$ cat src/rtl/instr_fetch_unit_if.sv
// rtl/instr_fetch_unit_if.sv - Controller and instruction-memory signals of the fetch unit
// slave: the fetch unit itself; master: the controller/memory side driving it.
interface instr_fetch_unit_if #(
    parameter int ADDR_WIDTH = 16
);
    logic                  next_instr;
    logic                  instr_en;
    logic                  pc_en;
    logic [1:0]            pc_addr_mode;
    logic [ADDR_WIDTH-1:0] jump_target;
    logic [ADDR_WIDTH-1:0] mem_addr;
    logic                  mem_rd_req;
    logic [15:0]           mem_rd_data;
    logic                  mem_rd_valid;
    logic                  instr_ready;
    logic [3:0]            opcode;
    logic [3:0]            rdest;
    logic [3:0]            opcode_ext;
    logic [3:0]            rsrc;
    logic [7:0]            imm8;
    logic [ADDR_WIDTH-1:0] pc;
    logic [ADDR_WIDTH-1:0] pc_plus1;

    modport slave (
        input  next_instr, instr_en, pc_en, pc_addr_mode, jump_target,
        input  mem_rd_data, mem_rd_valid,
        output mem_addr, mem_rd_req, instr_ready,
        output opcode, rdest, opcode_ext, rsrc, imm8, pc, pc_plus1
    );

    modport master (
        output next_instr, instr_en, pc_en, pc_addr_mode, jump_target,
        output mem_rd_data, mem_rd_valid,
        input  mem_addr, mem_rd_req, instr_ready,
        input  opcode, rdest, opcode_ext, rsrc, imm8, pc, pc_plus1
    );
endinterface

$ cat src/rtl/instr_fetch_unit.sv
// rtl/instr_fetch_unit.sv - PC, fetch FSM and instruction register of the 16-bit CPU front end
// Optional speculative next-word prefetch is enabled by defining FETCH_PREFETCH_EN.
module instr_fetch_unit #(
    parameter int                    ADDR_WIDTH = 16,
    parameter logic [ADDR_WIDTH-1:0] RESET_PC   = '0
) (
    input logic               clk,
    input logic               reset,
    instr_fetch_unit_if.slave bus
);

`ifdef FETCH_PREFETCH_EN
    localparam bit PREFETCH_EN = 1'b1;
`else
    localparam bit PREFETCH_EN = 1'b0;
`endif

    typedef enum logic [1:0] {IDLE, REQ, WAIT, READY} state_t;

    state_t                state_q, state_d;
    logic [ADDR_WIDTH-1:0] pc_q, pc_d;
    logic [ADDR_WIDTH-1:0] fetch_addr_q, fetch_addr_d;
    logic [15:0]           ir_q, ir_d;
    logic [15:0]           buf_q, buf_d;
    logic                  stale_q, stale_d;
    logic                  spec_q, spec_d;
    logic                  buf_valid_q, buf_valid_d;
    logic                  pc_change;
    logic                  mark_stale;
    logic [ADDR_WIDTH-1:0] imm_sext;

    assign imm_sext = {{(ADDR_WIDTH-8){ir_q[7]}}, ir_q[7:0]};

    // PC arithmetic wraps silently at 2^ADDR_WIDTH; hold mode is never a change.
    always_comb begin
        pc_d      = pc_q;
        pc_change = 1'b0;
        if (bus.pc_en) begin
            pc_change = (bus.pc_addr_mode != 2'b11);
            case (bus.pc_addr_mode)
                2'b00:   pc_d = pc_q + ADDR_WIDTH'(1);
                2'b01:   pc_d = pc_q + imm_sext;
                2'b10:   pc_d = bus.jump_target;
                default: pc_d = pc_q;
            endcase
        end
    end

    // A speculative fetch is matched against the PC when it lands, so it never goes stale.
    assign mark_stale = pc_change && !spec_q;

    always_comb begin
        state_d      = state_q;
        fetch_addr_d = fetch_addr_q;
        ir_d         = ir_q;
        buf_d        = buf_q;
        stale_d      = stale_q;
        spec_d       = spec_q;
        buf_valid_d  = buf_valid_q;
        case (state_q)
            IDLE: begin
                if (bus.next_instr) begin
                    if (PREFETCH_EN && buf_valid_q && (pc_d == fetch_addr_q)) begin
                        state_d = READY;
                    end else begin
                        fetch_addr_d = pc_d;
                        buf_valid_d  = 1'b0;
                        state_d      = REQ;
                    end
                end
            end
            REQ: begin
                if (mark_stale) begin
                    stale_d = 1'b1;
                end
                state_d = WAIT;
            end
            WAIT: begin
                if (bus.mem_rd_valid) begin
                    if (stale_q || mark_stale) begin
                        stale_d      = 1'b0;
                        spec_d       = 1'b0;
                        fetch_addr_d = pc_d;
                        state_d      = REQ;
                    end else begin
                        buf_d  = bus.mem_rd_data;
                        spec_d = 1'b0;
                        if (spec_q && (pc_d != fetch_addr_q)) begin
                            buf_valid_d = 1'b1;
                            state_d     = IDLE;
                        end else begin
                            state_d = READY;
                        end
                    end
                end else if (mark_stale) begin
                    stale_d = 1'b1;
                end
            end
            READY: begin
                // The IR load takes the buffered word even if the PC moves this same cycle.
                if (bus.instr_en) begin
                    ir_d = buf_q;
                    if (PREFETCH_EN) begin
                        fetch_addr_d = pc_q + ADDR_WIDTH'(1);
                        spec_d       = 1'b1;
                        buf_valid_d  = 1'b0;
                        state_d      = REQ;
                    end else begin
                        state_d = IDLE;
                    end
                end else if (pc_change) begin
                    fetch_addr_d = pc_d;
                    state_d      = REQ;
                end
            end
            default: state_d = IDLE;
        endcase
    end

    always_ff @(posedge clk or posedge reset) begin
        if (reset) begin
            state_q      <= IDLE;
            pc_q         <= RESET_PC;
            fetch_addr_q <= RESET_PC;
            ir_q         <= 16'h0000;
            buf_q        <= 16'h0000;
            stale_q      <= 1'b0;
            spec_q       <= 1'b0;
            buf_valid_q  <= 1'b0;
        end else begin
            state_q      <= state_d;
            pc_q         <= pc_d;
            fetch_addr_q <= fetch_addr_d;
            ir_q         <= ir_d;
            buf_q        <= buf_d;
            stale_q      <= stale_d;
            spec_q       <= spec_d;
            buf_valid_q  <= buf_valid_d;
        end
    end

    assign bus.mem_addr    = fetch_addr_q;
    assign bus.mem_rd_req  = (state_q == REQ);
    assign bus.instr_ready = (state_q == READY);
    assign bus.opcode      = ir_q[15:12];
    assign bus.rdest       = ir_q[11:8];
    assign bus.opcode_ext  = ir_q[7:4];
    assign bus.rsrc        = ir_q[3:0];
    assign bus.imm8        = ir_q[7:0];
    assign bus.pc          = pc_q;
    assign bus.pc_plus1    = pc_q + ADDR_WIDTH'(1);

endmodule

$ cat src/flat_wrapper.sv
// flat-port wrapper written by rule: the top's interface ports become plain ports
module instr_fetch_unit_flat 
#(
    parameter int                    ADDR_WIDTH = 16,
    parameter logic [ADDR_WIDTH-1:0] RESET_PC   = '0
)
  (clk, reset, bus_next_instr, bus_instr_en, bus_pc_en, bus_pc_addr_mode, bus_jump_target, bus_mem_rd_data, bus_mem_rd_valid, bus_mem_addr, bus_mem_rd_req, bus_instr_ready, bus_opcode, bus_rdest, bus_opcode_ext, bus_rsrc, bus_imm8, bus_pc, bus_pc_plus1);
  instr_fetch_unit_if #(.ADDR_WIDTH(ADDR_WIDTH)) bus_i ();
  input logic clk;
  input logic reset;
  input wire logic [$bits(bus_i.next_instr)-1:0] bus_next_instr;
  input wire logic [$bits(bus_i.instr_en)-1:0] bus_instr_en;
  input wire logic [$bits(bus_i.pc_en)-1:0] bus_pc_en;
  input wire logic [$bits(bus_i.pc_addr_mode)-1:0] bus_pc_addr_mode;
  input wire logic [$bits(bus_i.jump_target)-1:0] bus_jump_target;
  input wire logic [$bits(bus_i.mem_rd_data)-1:0] bus_mem_rd_data;
  input wire logic [$bits(bus_i.mem_rd_valid)-1:0] bus_mem_rd_valid;
  output wire logic [$bits(bus_i.mem_addr)-1:0] bus_mem_addr;
  output wire logic [$bits(bus_i.mem_rd_req)-1:0] bus_mem_rd_req;
  output wire logic [$bits(bus_i.instr_ready)-1:0] bus_instr_ready;
  output wire logic [$bits(bus_i.opcode)-1:0] bus_opcode;
  output wire logic [$bits(bus_i.rdest)-1:0] bus_rdest;
  output wire logic [$bits(bus_i.opcode_ext)-1:0] bus_opcode_ext;
  output wire logic [$bits(bus_i.rsrc)-1:0] bus_rsrc;
  output wire logic [$bits(bus_i.imm8)-1:0] bus_imm8;
  output wire logic [$bits(bus_i.pc)-1:0] bus_pc;
  output wire logic [$bits(bus_i.pc_plus1)-1:0] bus_pc_plus1;
  assign bus_i.next_instr = bus_next_instr;
  assign bus_i.instr_en = bus_instr_en;
  assign bus_i.pc_en = bus_pc_en;
  assign bus_i.pc_addr_mode = bus_pc_addr_mode;
  assign bus_i.jump_target = bus_jump_target;
  assign bus_i.mem_rd_data = bus_mem_rd_data;
  assign bus_i.mem_rd_valid = bus_mem_rd_valid;
  assign bus_mem_addr = bus_i.mem_addr;
  assign bus_mem_rd_req = bus_i.mem_rd_req;
  assign bus_instr_ready = bus_i.instr_ready;
  assign bus_opcode = bus_i.opcode;
  assign bus_rdest = bus_i.rdest;
  assign bus_opcode_ext = bus_i.opcode_ext;
  assign bus_rsrc = bus_i.rsrc;
  assign bus_imm8 = bus_i.imm8;
  assign bus_pc = bus_i.pc;
  assign bus_pc_plus1 = bus_i.pc_plus1;
  instr_fetch_unit #(.ADDR_WIDTH(ADDR_WIDTH), .RESET_PC(RESET_PC)) u_core (.clk(clk), .reset(reset), .bus(bus_i));
endmodule
$ cat config.mk
export PLATFORM = sky130hd
export DESIGN_NAME = instr_fetch_unit_flat
export DESIGN_NICKNAME = d
export VERILOG_FILES = /design/src/rtl/instr_fetch_unit_if.sv /design/src/rtl/instr_fetch_unit.sv /design/src/flat_wrapper.sv
export SDC_FILE = /design/constraint.sdc
export NUM_CORES = 1
export LEC_CHECK = 0
export BUFFER_PORTS_ARGS = -buffer_cell sky130_fd_sc_hd__buf_2
export CORE_ASPECT_RATIO = 1.1
export CORE_UTILIZATION = 50
export CTS_CLUSTER_SIZE = 8
export DETAILED_ROUTE_END_ITERATION = 8
export PLACE_DENSITY = 0.83
export SKIP_LAST_GASP = 1
export SYNTH_ARGS = -nofsm -noshare
export SYNTH_HDL_FRONTEND = slang
export SYNTH_SLANG_ARGS = --single-unit
$ cat constraint.sdc
create_clock -name clk -period 6.2 [get_ports clk]
set_input_delay 1.24 -clock clk [delete_from_list [all_inputs] [get_ports clk]]
set_output_delay 1.24 -clock clk [all_outputs]
set_load 0.01 [all_outputs]
* After elaboration in Yosys (flattened, before gate mapping)
Cells that the tools add are included.
Word-level totals: register bits 67, bits of input ports 40, output and inout port bits 74, logic and storage cells 51
Operators by class: add/sub/neg operators 2, eq/ne operators 13, multiplexer cells 19, bitwise operators 1, reduce and logical (&&, ||, !) cells 10
Operators by type and width (number):
- 2-to-1 mux 16 bit | 6
- case mux 16 bit (3 select lines) | 2
- adder 16 x 1 -> 16 bit (second input constant) | 1
- adder 16 bit | 1
- 2-to-1 mux 2 bit | 5
- != test 2 bit (second input constant) | 4
- case mux 2 bit (4 select lines) | 1
- == test 2 bit (second input constant) | 3
- != test 3 x 2 -> 1 bit (second input constant) | 2
- AND reduction 3 bit | 2
- AND reduction 6 bit | 1
- == test 2 x 1 -> 1 bit (second input constant) | 2
- zero test 2 bit | 2
- 2-to-1 mux 1 bit | 4
- != test 2 x 1 -> 1 bit (second input constant) | 2
- AND reduction 2 bit | 2
- nonzero test 3 bit | 1
- case mux 1 bit (2 select lines) | 1
- nonzero test 2 bit | 1
- logical OR 1 bit | 1
- inverter 1 bit | 1

* Logic depth before layout (Yosys ltp)
word-level depth 6, gate-level depth with buffers 9, mapped depth without buffers 9

* Worst setup path after synthesis
No wires, ideal clock.
kind register to output, start point register u_core.pc_q[0] (netlist: u_core.bus.pc[0]), end point output bus_pc_plus1[12], arrival time 1.709 ns, required time 4.960 ns, setup slack 3.251 ns, cell stages (with the launch flop) 6, buffers on the path 0, path through dfrtp_1 > ha_1 > inv_1 > or2_4 > or4_4 > xnor2_1
On the way: longest elaborated chain between the ends 1
Ends and longest elaborated chain:
- from (decl) | line instr_fetch_unit.sv:21 | logic [ADDR_WIDTH-1:0] pc_q, pc_d;
- from (signal assigned) | line instr_fetch_unit.sv:132 | pc_q <= pc_d;
- adder 16 x 1 -> 16 bit | line instr_fetch_unit.sv:151 | assign bus.pc_plus1 = pc_q + ADDR_WIDTH'(1);
- to (decl) | line flat_wrapper.sv:27 | output wire logic [$bits(bus_i.pc_plus1)-1:0] bus_pc_plus1;
Every way passes these cells.

* Worst setup path after layout
Ends and elaborated chain as after synthesis.

==> impl.org <==
** Status
- The flow ran to the end, and the final reports show no timing, DRC or antenna violations.

** Setup path
- Count of cells along the worst register-to-register path :: 9
- Class of the most critical setup path :: reg -> out
- At the worst endpoint, the arrival time is between 2 and 2.5 ns.
- Launching point of the worst reg2reg path :: u_core.bus.pc[0]
- Startpoint kind of the worst setup timing path :: flop
- In this run the worst setup path begins at u_core.bus.pc[0].
- Reg2Reg Setup Slack :: between 3 and 4 ns
- In this run the critical register-to-register path is captured at u_core.bus.mem_addr[12].
- STA puts the critical path data required time at 4.96 ns.
- Worst Path Max Fanout :: 8
- STA classifies the critical path endpoint as an output pin.
- CP endpoint :: bus_pc_plus1[12]

** GRT
- Entering global routing, the biggest net connects 68 pins.
- Leftover overflow at the end of global routing :: 0
- Global routing used roughly a quarter of the available tracks across all layers.
- The number of antenna violations at the first check in global routing came to 0.
- Wire length of the first global-routing pass :: 19200 um
- Number of global-route vias before repair :: slightly below 4000

** Power and ir drop
- Standby leakage power :: 2.44 nW
- IR Drop Worst-Case VDD :: slightly above 0.3 mV
- Switching Fraction :: between 40% and 50%
- Portion of total power attributed to combinational logic :: 56.2%
- For this design the ratio of total power to cell area is roughly 570 nW/um2.
- Summing internal, switching and leakage power gives around 0.0030 W.
- In this run, flip-flops and latches consume between 20 and 30% of the power.
- The clock network is responsible for approximately 14% of the overall power.
- Summed over all nets, the switching power comes to approximately 0.0014 W.
- Internal Pwr Total :: around 0.0016 W

** Floorplanning
- Area of the core region :: 8450 um2
- Die width :: ~90 um
- Total die area :: 9200 um2
- around 110 I/O pins were placed.
- Height of the chip :: between 100 and 150 um
- Starting Density :: 52.2%
- Total number of placement rows :: 35

** Detailed routing
- Before antenna repair, the detailed router went through 5 iterations.
- In the detailed route, the total length drawn on met3 is about 1000 um.
- Routed met2 length :: a little under 6000 um
- Routed vias/inst :: slightly above 6
- After detailed routing, the average wire length per cell comes to approximately 18 um.
- For this block, the initial DRC count from the detailed router was approximately 230.
- Vias :: ~4000
- In the routed design, unresolved DRC markers number 0.
- The highest metal layer carrying signal wires in the routed design is met4.
- Antenna-violating nets left :: 0
- After detailed routing, the wire length on met1 is 4900 um.
- The final layout contains routed wiring with a total length of about 12000 um.

** Clock tree
- The H-tree was split into 3 levels.
- # clock sinks :: 67
- CTS tree :: built
- At the later pin of the worst-skew pair, clock insertion delay measures roughly 0.36 ns.
- Post-CTS Repair Setup Buffers :: 0
- PostCTS Resize Cnt :: 0
- Clock tree synthesis inserted a total of 9 buffers.
- Clock-pin slew was measured on the worst setup and hold paths at about 0.090 ns.
- Number of buffers between clock root and the deepest sink :: 2
- Hold repair after CTS inserted 0 buffers.
- CTS root buf :: sky130_fd_sc_hd__clkbuf_8

** Timing
- Setup repair after global routing left no endpoint under its margin.
- Headroom to the max-slew limit came out at roughly 17%.
- Derived from the worst setup path, the maximum achievable clock frequency is 284 MHz.
- The number of hold-slack violations in the final timing report is 0.
- Setup total negative slack on the finished layout was measured at 0 ns.
- At the pin with the least slew margin, the transition time is roughly 1.2 ns.
- Part of the cycle the worst path needs :: 56.8%
- The smallest clock period supported by the final layout is computed as 3.52 ns.
- Final-report max-slew violation count :: 0
- Across the routed clock network, the largest skew measured is about 0.013 ns.
- Setup violations remaining at the end of the flow were counted as 0.

** Finish
- # diodes :: 0
- In the final layout, the share of cells above drive strength 1 is 33.0%.
- The final layout contains roughly 620 nets.
- Filler cell count :: 725
- Relative to the synthesized area, the layout overhead comes to 17.4%.

** Yosys
- In this run the cell area of the synthesized design comes to 4410 um2.
- Syn avg cell area :: roughly 9.5 um2
- Proportion of synthesized flip-flops having asynchronous set or reset :: 100%
- The most used flip-flop cell after synthesis is sky130_fd_sc_hd__dfrtp_1.
- The synthesized design devotes to its leading area cell type about two fifths of total area.
- Most common cell in the synthesized netlist :: sky130_fd_sc_hd__dfrtp_1
- Number of warnings issued by yosys :: 0
- Biggest area consumer among synthesized cells :: sky130_fd_sc_hd__dfrtp_1
- Post-synth EDFFs :: 0
- Synth top cells by count :: 67 x sky130_fd_sc_hd__dfrtp_1, 39 x sky130_fd_sc_hd__mux2_2, 34 x sky130_fd_sc_hd__nand2_1, 34 x sky130_fd_sc_hd__nor2_1, 30 x sky130_fd_sc_hd__a21oi_1
- Sequential element share of the synthesized area :: 38.0%
- By area the synthesized netlist is led by sky130_fd_sc_hd__dfrtp_1 38%, sky130_fd_sc_hd__mux2_2 10%, sky130_fd_sc_hd__ha_1 5.7%, sky130_fd_sc_hd__a21oi_1 3.4%, sky130_fd_sc_hd__nand2_1 2.9%.
- Distinct cell type count of the synthesized netlist :: 67
- In the synthesized netlist, the number of instances is approximately 470.
- Net count after synthesis :: 527
- Counting flops and latches in the post-synthesis netlist gives 67.

** Place
- Routability-driven placement finished with a final weighted congestion of approximately 1.
- Number of port buffers :: roughly 110
- The HPWL after detailed placement is 8900 um.

** Hold path
- Hold Crit Class :: reg -> reg

** Job
- Count of maximum capacitance violations :: 0
-- worst min path at each step --
stage	startpoint	endpoint	slack (ns)	cells after the start
2_1_floorplan	u_core.buf_q[1]	u_core.ir_q[1]	0.47	1
3_3_place_gp	u_core.bus.mem_addr[7]	u_core.bus.mem_addr[7]	0.46	2
3_5_place_dp	u_core.bus.mem_addr[8]	u_core.bus.mem_addr[8]	0.48	2
4_1_cts	u_core.bus.mem_addr[8]	u_core.bus.mem_addr[8]	0.50	2
5_1_grt	u_core.bus.mem_addr[9]	u_core.bus.mem_addr[9]	0.52	1
6_report	u_core.bus.mem_addr[8]	u_core.bus.mem_addr[8]	0.49	2
-- cell type report --
type | instances | area [um2] | area share [%]
tap | 111 | 139 | 2.68
sequential | 67 | 1680 | 32.4
clock buffer | 9 | 124 | 2.39
inverter | 23 | 86.3 | 1.67
multi-input combinational | 345 | 2470 | 47.7
timing repair buffer | 115 | 581 | 11.2
clock inverter | 7 | 100 | 1.93
-- placed cells by master (no fill, tap or decap), drive strengths merged, types with 3 or more instances in the layout --
master / synthesis / routed
o31ai: 4 / 4
nand3: 12 / 12
nor3: 7 / 7
o2111ai: 4 / 4
nand2: 34 / 34
clkbuf: 15 / 9
ha: 20 / 20
nor2b: 6 / 6
nor4: 9 / 9
a32oi: 4 / 4
a21o: 4 / 4
inv: 23 / 25
nand2b: 5 / 5
mux2: 40 / 40
a21oi: 30 / 30
dfrtp: 67 / 67
xor2: 7 / 7
and3: 4 / 4
or4: 5 / 5
a22o: 3 / 3
o22ai: 6 / 6
o21ai: 26 / 26
o22a: 3 / 3
clkinv: 0 / 3
nor3b: 3 / 3
or2: 3 / 3
buf: 16 / 115
mux2i: 5 / 5
nor2: 34 / 34
a31oi: 5 / 5
nand4: 7 / 7
a21boi: 5 / 5
xnor2: 7 / 7
a21bo: 3 / 3
or3: 7 / 7
o31a: 3 / 3
o21a: 5 / 5
-- power by group through the flow --
| stage | clock (W) | sequential, W | combinational (W) |
|---|---|---|---|
| 2_1_floorplan | 0 | 0.000886 | 0.00115 |
| 3_3_place_gp | 0 | 0.000870 | 0.00159 |
| 3_5_place_dp | 0 | 0.000879 | 0.00164 |
| 4_1_cts | 0.000432 | 0.000873 | 0.00165 |
| 5_1_grt | 0.000446 | 0.000908 | 0.00183 |
| 6_report | 0.000424 | 0.000876 | 0.00167 |
-- registers in the layout, summed over array words and instances, names as in the netlist --
register             cells
u_core.stale_q           1
u_core.bus.mem_addr     16
u_core.state_q           2
u_core.buf_q            16
u_core.bus.pc           16
u_core.ir_q             16
-- logic make-up after synthesis --
family | Yosys count | share of synthesized area (%)
muxes | 45 | 11.4
xor gates and xnor gates | 14 | 2.78
DFF | 67 | 38.0
AOI/OAI and AO/OA | 126 | 19.3
and+or+nand+nor | 139 | 16.4
adders and majority gates | 21 | 6.13
buffers and inverters | 54 | 5.93
-- worst max-delay path, stage by stage (launching register included) --
cell,delay [ns]
sky130_fd_sc_hd__dfrtp_1,0.50
sky130_fd_sc_hd__ha_1,0.26
sky130_fd_sc_hd__inv_1,0.09
sky130_fd_sc_hd__or2_4,0.27
sky130_fd_sc_hd__or4_4,0.45
sky130_fd_sc_hd__xnor2_1,0.20
sky130_fd_sc_hd__buf_2,0.16
-- metal layers --
layer	vias up	global-route usage, %
met5	-	0
met2	222	44.5
met1	1958	33.7
met4	0	10.5
met3	34	6.41
li1	1900	-
-- through the flow --
stage	area (um2)	hold WS, ns	std cells	utilization, %	setup WS, ns
3_3_place_gp	4950	0.463	661	58.6	2.82
4_1_cts	5180	0.498	677	61.3	2.68
6_report	5180	0.490	677	61.3	2.68
5_1_grt	5180	0.521	677	61.3	2.56
2_1_floorplan	4410	0.475	466	-	3.25
3_5_place_dp	4950	0.477	661	58.6	2.74
No activity file was read; power rests on OpenSTA's default activity.
